[config.mk]
export PLATFORM = sky130hd
export DESIGN_NAME = sseg_score_display
export DESIGN_NICKNAME = d
export VERILOG_FILES = /design/src/rtl/sseg_score_display.sv
export SDC_FILE = /design/constraint.sdc
export NUM_CORES = 1
export LEC_CHECK = 0
export ABC_AREA = 1
export CORE_UTILIZATION = 59
export DETAILED_ROUTE_END_ITERATION = 8
export GPL_ROUTABILITY_DRIVEN = 0
export GPL_TIMING_DRIVEN = 0
export PLACE_DENSITY_LB_ADDON = 0.1
export REMOVE_ABC_BUFFERS = 1
export SETUP_SLACK_MARGIN = 0.02
export SYNTH_ARGS = -nofsm -noshare
export SYNTH_HDL_FRONTEND = slang
export SYNTH_SLANG_ARGS = --single-unit
[constraint.sdc]
create_clock -name sys_clk -period 2.5 [get_ports sys_clk]
set_clock_uncertainty 0.2 [all_clocks]
set_input_delay 0.25 -clock sys_clk [delete_from_list [all_inputs] [get_ports sys_clk]]
set_output_delay 0.25 -clock sys_clk [all_outputs]
set_load 0.05 [all_outputs]
[src/rtl/sseg_score_display.sv]
// rtl/sseg_score_display.sv - double-dabble BCD converter with multiplexed seven-segment scan
module sseg_score_display #(
    parameter int DIGITS         = 4,
    parameter int DATA_W         = 14,
    parameter int CLK_HZ         = 50000000,
    parameter int SCAN_HZ        = 1000,
    parameter bit SEG_ACTIVE_LOW = 1'b1,
    parameter bit AN_ACTIVE_LOW  = 1'b1,
    parameter bit BLANK_LZ       = 1'b1
) (
    input  logic              sys_clk,
    input  logic              sys_reset_n,
    input  logic [DATA_W-1:0] data,
    input  logic              load,
    input  logic [DIGITS-1:0] dp_mask,
    output logic [7:0]        sseg_a_to_dp,
    output logic [DIGITS-1:0] sseg_an,
    output logic              busy,
    output logic              overflow
);
    localparam int DIV   = CLK_HZ / SCAN_HZ;
    localparam int PRE_W = $clog2(DIV);
    localparam int IDX_W = (DIGITS > 1) ? $clog2(DIGITS) : 1;
    localparam int BCD_W = 4 * DIGITS + 4;
    localparam int CNT_W = $clog2(DATA_W + 1);
    localparam logic [7:0]        SEG_OFF = SEG_ACTIVE_LOW ? 8'hFF : 8'h00;
    localparam logic [DIGITS-1:0] AN_OFF  = AN_ACTIVE_LOW ? '1 : '0;

    typedef enum logic [1:0] {IDLE, SHIFT, COMMIT} state_t;

    state_t              state;
    logic [DATA_W-1:0]   bin;
    logic [BCD_W-1:0]    bcd;
    logic [BCD_W-1:0]    bcd_adj;
    logic                lost;
    logic [CNT_W-1:0]    cnt;
    logic                pend;
    logic [DATA_W-1:0]   pend_data;
    logic [4*DIGITS-1:0] disp;
    logic [PRE_W-1:0]    pre;
    logic [IDX_W-1:0]    idx;
    logic [3:0]          nib;
    logic                blank;
    logic                dp;
    logic [6:0]          glyph;
    logic [6:0]          dec;
    logic [DIGITS-1:0]   onehot;

    always_comb begin
        bcd_adj = bcd;
        for (int n = 0; n < DIGITS + 1; n++) begin
            if (bcd[4*n +: 4] >= 4'd5)
                bcd_adj[4*n +: 4] = bcd[4*n +: 4] + 4'd3;
        end
    end

    always_ff @(posedge sys_clk or negedge sys_reset_n) begin
        if (!sys_reset_n) begin
            state     <= IDLE;
            busy      <= 1'b0;
            overflow  <= 1'b0;
            disp      <= '0;
            pend      <= 1'b0;
            pend_data <= '0;
            bin       <= '0;
            bcd       <= '0;
            lost      <= 1'b0;
            cnt       <= '0;
        end else begin
            case (state)
                IDLE: begin
                    if (load) begin
                        bin   <= data;
                        bcd   <= '0;
                        lost  <= 1'b0;
                        cnt   <= '0;
                        state <= SHIFT;
                        busy  <= 1'b1;
                    end
                end
                SHIFT: begin
                    if (load) begin
                        pend      <= 1'b1;
                        pend_data <= data;
                    end
                    // Anything pushed past the guard nibble means the value cannot fit.
                    lost <= lost | bcd_adj[BCD_W-1];
                    bcd  <= {bcd_adj[BCD_W-2:0], bin[DATA_W-1]};
                    bin  <= bin << 1;
                    cnt  <= cnt + 1'b1;
                    if (cnt == CNT_W'(DATA_W - 1))
                        state <= COMMIT;
                end
                COMMIT: begin
                    if (lost || (bcd[BCD_W-1 -: 4] != 4'd0)) begin
                        overflow <= 1'b1;
                    end else begin
                        overflow <= 1'b0;
                        disp     <= bcd[4*DIGITS-1:0];
                    end
                    // A load arriving on this very cycle is newer than the pending one.
                    if (load || pend) begin
                        bin   <= load ? data : pend_data;
                        bcd   <= '0;
                        lost  <= 1'b0;
                        cnt   <= '0;
                        pend  <= 1'b0;
                        state <= SHIFT;
                    end else begin
                        state <= IDLE;
                        busy  <= 1'b0;
                    end
                end
                default: state <= IDLE;
            endcase
        end
    end

    always_comb begin
        nib    = 4'd0;
        blank  = 1'b0;
        dp     = 1'b0;
        onehot = '0;
        for (int i = 0; i < DIGITS; i++) begin
            if (IDX_W'(i) == idx) begin
                nib       = disp[4*i +: 4];
                blank     = BLANK_LZ && (i > 0) && ((disp >> (4 * i)) == '0);
                dp        = dp_mask[i];
                onehot[i] = 1'b1;
            end
        end
    end

    always_comb begin
        case (nib)
            4'd0:    dec = 7'b0111111;
            4'd1:    dec = 7'b0000110;
            4'd2:    dec = 7'b1011011;
            4'd3:    dec = 7'b1001111;
            4'd4:    dec = 7'b1100110;
            4'd5:    dec = 7'b1101101;
            4'd6:    dec = 7'b1111101;
            4'd7:    dec = 7'b0000111;
            4'd8:    dec = 7'b1111111;
            4'd9:    dec = 7'b1101111;
            default: dec = 7'b0000000;
        endcase
        if (overflow)
            glyph = 7'b1000000;
        else if (blank)
            glyph = 7'b0000000;
        else
            glyph = dec;
    end

    always_ff @(posedge sys_clk or negedge sys_reset_n) begin
        if (!sys_reset_n) begin
            pre          <= '0;
            idx          <= '0;
            sseg_a_to_dp <= SEG_OFF;
            sseg_an      <= AN_OFF;
        end else begin
            if (pre == PRE_W'(DIV - 1)) begin
                pre <= '0;
                idx <= (idx == IDX_W'(DIGITS - 1)) ? '0 : idx + 1'b1;
            end else begin
                pre <= pre + 1'b1;
            end
            sseg_a_to_dp <= SEG_ACTIVE_LOW ? ~{dp, glyph} : {dp, glyph};
            sseg_an      <= AN_ACTIVE_LOW ? ~onehot : onehot;
        end
    end
endmodule
After elaboration in Yosys (flattened, before gate mapping) --
Memory sizes are Yosys's and may differ from the RTL's. Index checks and enable logic that the tools add are counted. W data, S select, Z words.
Cells by class: order comparisons 5, div/mod/pow operators 0, shift-type cells 0, eq/ne operators 13, $mul 0, add/sub/neg operators 8, reductions and logical operators 16, bitwise gates (word level) 4, mux-type cells 46
Operators by type and width (count):
- $pmux W20 S3 | 1
- $logic_not A16 Y1 | 3
- $mux W4 | 11
- $mux W14 | 3
- $pmux W14 S3 | 1
- $mux W20 | 2
- $add A4 B2 Y4 const B | 5
- $ge A4 B3 Y1 const B | 5
- $mux W1 | 17
- $add A16 B1 Y16 const B | 1
- $eq A16 B16 Y1 const B | 1
- $mux W16 | 1
- $mux W7 | 2
- $pmux W4 S3 | 1
- $ne A2 B2 Y1 const B | 5
- $reduce_and A3 Y1 | 3
- $not A8 Y8 | 1
- $mux W2 | 3
- $pmux W2 S3 | 1
- $add A4 B1 Y4 const B | 1
- $eq A2 B2 Y1 const A | 2
- $eq A2 B2 Y1 const B | 2
- $eq A4 B4 Y1 const B | 1
- $logic_not A2 Y1 | 2
- other kinds (13) | 17
Word-level totals: ROM bits 112, bits in writable memories 0, bits in latches 0, memories 1, output and inout bits 14, input bits 21, register bits 104, logic and storage cells 107
Memory list:
- (name not given) | words 16, bits a word 7, read ports 1, clocked after memory_dff 0, write ports 0, line 135 | case (nib)

Longest topological paths before layout --
An unclocked memory read counts as a cell.
depth in word-level cells 9, mapped depth 14, gate-level depth less buffers 13

Worst setup path after synthesis --
OpenSTA, ideal clock, no wires.
path type register -> register, start reg idx[0], end reg sseg_a_to_dp[3], library setup time 0.090 ns, stages on the path, launching flop included 14, path slack 0.450 ns, clock period less this slack 2.050 ns, required time 2.210 ns, buffers on the path 0, data arrival time 1.760 ns, cells stage by stage dfrtp_1 > inv_1 > ha_1 > nand2_1 > o21ai_0 > nand2_1 > nand2_1 > o21a_1 > inv_1 > ha_1 > inv_1 > nand3_1 > nand3_1 > nand4_1
Between the ends: longest elaborated chain between the ends 9, elaborated cells between the ends (all ways) 15, those cells by class eq/ne: 3; mux: 9; bitwise: 1; reduce/logical: 1; memory: 1
RTL lines:
- start: declaration | line 41 | logic [IDX_W-1:0] idx;
- start signal: assignment | line 165 | idx <= (idx == IDX_W'(DIGITS - 1)) ? '0 : idx + 1'b1;
- $logic_not A2 Y1 | line 125 | if (IDX_W'(i) == idx) begin
- $mux W4 (4 in a row) | line 125
- $mem_v2 Z16 W7
- $mux W7 * | line 150 | else if (blank)
- $mux W7 * | line 148 | if (overflow)
- $not A8 Y8 * | line 169 | sseg_a_to_dp <= SEG_ACTIVE_LOW ? ~{dp, glyph} : {dp, glyph};
- end signal: assignment | line 169
- end: declaration | line 16 | output logic [7:0] sseg_a_to_dp,
Every way passes the cells marked *; elsewhere a longest branch is shown, timed or not. A chain may end at the register's enable or synchronous reset.

Final worst setup path --
start reg state[0], end reg bcd[9]
Between the ends: longest elaborated chain between the ends 3, elaborated cells between the ends (all ways) 8, those cells by class eq/ne: 4; mux: 1; reduce/logical: 3
RTL lines:
- start: declaration | line 31 | state_t state;
- start signal: assignment | line 59 | state <= IDLE;
- start signal: assignment | line 77 | state <= SHIFT;
- start signal: assignment | line 92 | state <= COMMIT;
- $eq A2 B2 Y1, or another cell as far along | line 70 | case (state)
- $ne A2 B2 Y1 (no line) / $reduce_bool A3 Y1 (equally long branches)
- $reduce_and A3 Y1 (no line)
- end signal: assignment | line 88 | bcd <= {bcd_adj[BCD_W-2:0], bin[DATA_W-1]};
- end: declaration | line 33 | logic [BCD_W-1:0] bcd;
Parallel ways exist; a longest one is shown, timed or not.

==> out/metrics.cfg <==
[status]
run_status = complete, but fails checks
violations = design-rule violations

[sta]
slew_viol_final = 0
setup_viol = 0
fmax_mhz = 435
tightest_slew_ns = 0.621
hold_viol = 0
finalCritPeriodShare = 0.919
max_slew_margin = 0.586
rsz0062_at_grt = no
period_needed_ns = 2.30

[critical_path]
rr_worst_depth = 8
worstPathMaxFanout = 24
end_kind = flip-flop
worstPathArrival_ns = 2.37
critPathRequiredTime_ns = 2.57
crit_start = state[0]$_DFFE_PN0P_
timing.rr.end = bcd[9]$_DFFE_PN0P_
worst_r2r_startpoint = state[0]$_DFFE_PN0P_
cp-endpoint = bcd[9]$_DFFE_PN0P_
timing_worst_setup_path_type = reg2reg
worstSetupStartpointType = flip-flop
reg2reg_slack_ns = 0.20

[floorplanning]
io_pins = 35
row_count = 34
start_util = 0.617
die_w_um = 98.0
die_y_um = 98.0
dieArea_mm2 = 0.00960
fp.coreArea_mm2 = 0.00881

[clocking]
clockRootBuffer = clkbuf_8
cts_buffers = 9
worstSkewPairLatency_ns = 0.37
clk_path_buf_depth = 2
cts.sinks = 104
clk_pin_slew_ns = 0.10
ctsHtreeMaxLevel = 3
cts_tree = built

[synth]
ys.flop_type = dfrtp_1
synth_cell_types = 39
ys_ff_latch = 104
synth_top_cells_by_area = dfrtp_1 42%, nand2_1 9.0%, ha_1 6.7%
syn_inst = 650
synth_top_area_frac = 0.424
syn_avg_cell_area_um2 = 8.36
synth_area_leader_cell = dfrtp_1
synth_warnings = 0
synth-edff-count = 0
ys_seq_area_frac = 0.482
netlist_area_mm2 = 0.00543
synth-async-reset-ratio = 1.00

[routing]
vias = 4383
drcViolationCount = 5
via_per_inst = 5.54
drtPass1Iterations = 6
drt_iter0_drc = 173
wl_um = 10500
avgRoutedWirePerCell_um = 13.3
postRouteAntennaNets = 0

[final_layout]
area_growth_pct = 13.7
finalInstanceArea_mm2 = 0.00618
antenna_cells = 0
multi_input_area_mm2 = 0.00239
layout.cells.non_filler = 791
fillerInstances = 690
regArea_mm2 = 0.00262
layout-drive-gt1-share = 0.0893
num-nets-final = 728

[place]
portBuffers = 34
dpl.cell_count = 772
dp_hpwl_um = 7370
post_dp_cell_area_mm2 = 0.00587

[job]
maxCapViolations = 0

[grt]
track_usage = 0.240
grt_max_degree = 62
antenna_found_initial = 0
grt-ovfl-total = 0
grt_pass1_vias = 4383
grt_pass1_wl_um = 18900

[hold_path]
min-delay-start = overflow$_DFFE_PN0P_
hp-class = reg2reg
min_path_cells = 1

[power_and_ir_drop]
power_density_mw_per_mm2 = 915
worst_ir_drop_vdd_uv = 828
p_leak_nw = 2.91

[critical path, cell delays in order, from the launching register on]
cell	delay [ns]
dfrtp_1	0.41
inv_1	0.10
ha_1	0.27
inv_2	0.16
nor3_2	0.07
nor3_4	0.32
buf_16	0.20
nand2_2	0.24
o22ai_1	0.24
[cell usage in the layout, fill, tap and decap left out, types with 23 or more instances in the layout]
| cell type | n |
|---|---|
| inv_1 | 90 |
| o21ai_0 | 68 |
| nor2_1 | 31 |
| dfrtp_1 | 92 |
| o22ai_1 | 23 |
| a21oi_1 | 29 |
| clkdlybuf4s50_1 | 32 |
| nand3_1 | 40 |
| ha_1 | 25 |
| nand2_1 | 128 |
[metrics by stage]
stage	setup TNS [ns]	total power, W	worst slack, ns	hold WS [ns]	utilization
CTS	0	0.00569	0.0809	0.203	0.697
finish	0	0.00565	0.202	0.211	0.702
global placement	-353.68	0.00426	-2.89	0.203	0.659
detailed placement	-32.01	0.00443	-0.858	0.0892	0.667
floorplan	-3.94	0.00373	-0.245	-0.246	-
global route	0	0.00604	0.0125	0.233	0.702
[flip-flops by register name, indices dropped and copies added, names as in the netlist, 2 cells and up]
signal        cells
disp             16
bin              14
state             2
idx               2
pre              16
cnt               4
bcd              20
sseg_a_to_dp      8
pend_data        14
sseg_an           4
[per-layer routing]
layer | GRT usage | vias up | wire (um)
met5 | 0 | - | 0
met4 | 0.0793 | 0 | 107
met3 | 0.0422 | 10 | 352
met2 | 0.431 | 89 | 5140
met1 | 0.291 | 2083 | 4940
li1 | - | 2201 | -
[Yosys cell counts (2+ instances only)]
master and instances:
xor2_1 13, dfrtp_1 92, nor3_1 6, inv_1 91, a21oi_1 29, o221ai_1 12
o21ai_0 69, nor4_1 2, clkbuf_1 11, nand4_1 8, nand2_1 130, nand3_1 40
inv_2 5, nand2_2 2, o22ai_1 23, dfstp_2 12, ha_1 29, nor2_1 31
o21ai_1 8, buf_2 9, or2_2 10
[what timing repair did]
item / in CTS / in global routing
pin swaps: 1 / 0
setup buffers: 2 / 0
hold buffers: 1 / 0
endpoints found under the hold margin: 43 / 0
resized for setup: 4 / 10
setup endpoints to repair: 52 / 31
[final cells by class]
cell class,count,share of cell area
Sequential cell,104,0.423
Tap cell,108,0.0219
Multi-Input combinational cell,426,0.387
Inverter,97,0.0589
Clock inverter,6,0.0174
Timing Repair Buffer,40,0.0702
Clock buffer,10,0.0206
[logic make-up after synthesis]
family	synth area share
buf+inv	0.0859
compound gates	0.155
mux	0.00184
flops	0.482
xor+xnor	0.0210
fa+ha+maj	0.0668
simple gates	0.188
[how the worst min path moves through the flow]
stage	slack, ns	endpoint
2_1_floorplan	-0.25	bcd[0]$_DFFE_PN0P_
3_3_place_gp	0.20	sseg_a_to_dp[6]$_DFF_PN1_
3_5_place_dp	0.09	pre[12]$_DFF_PN0_
4_1_cts	0.20	sseg_a_to_dp[7]$_DFF_PN1_
5_1_grt	0.23	sseg_a_to_dp[6]$_DFF_PN1_
6_report	0.21	sseg_a_to_dp[6]$_DFF_PN1_
[power breakdown]
part	total, W	switching (W)	internal (W)
Clock	0.00122	0.000554	0.000662
Combinational	0.00220	0.00143	0.000771
Sequential	0.00224	0.000160	0.00208
Total	0.00565	0.00214	0.00351
No activity file was read; power rests on OpenSTA's default activity.
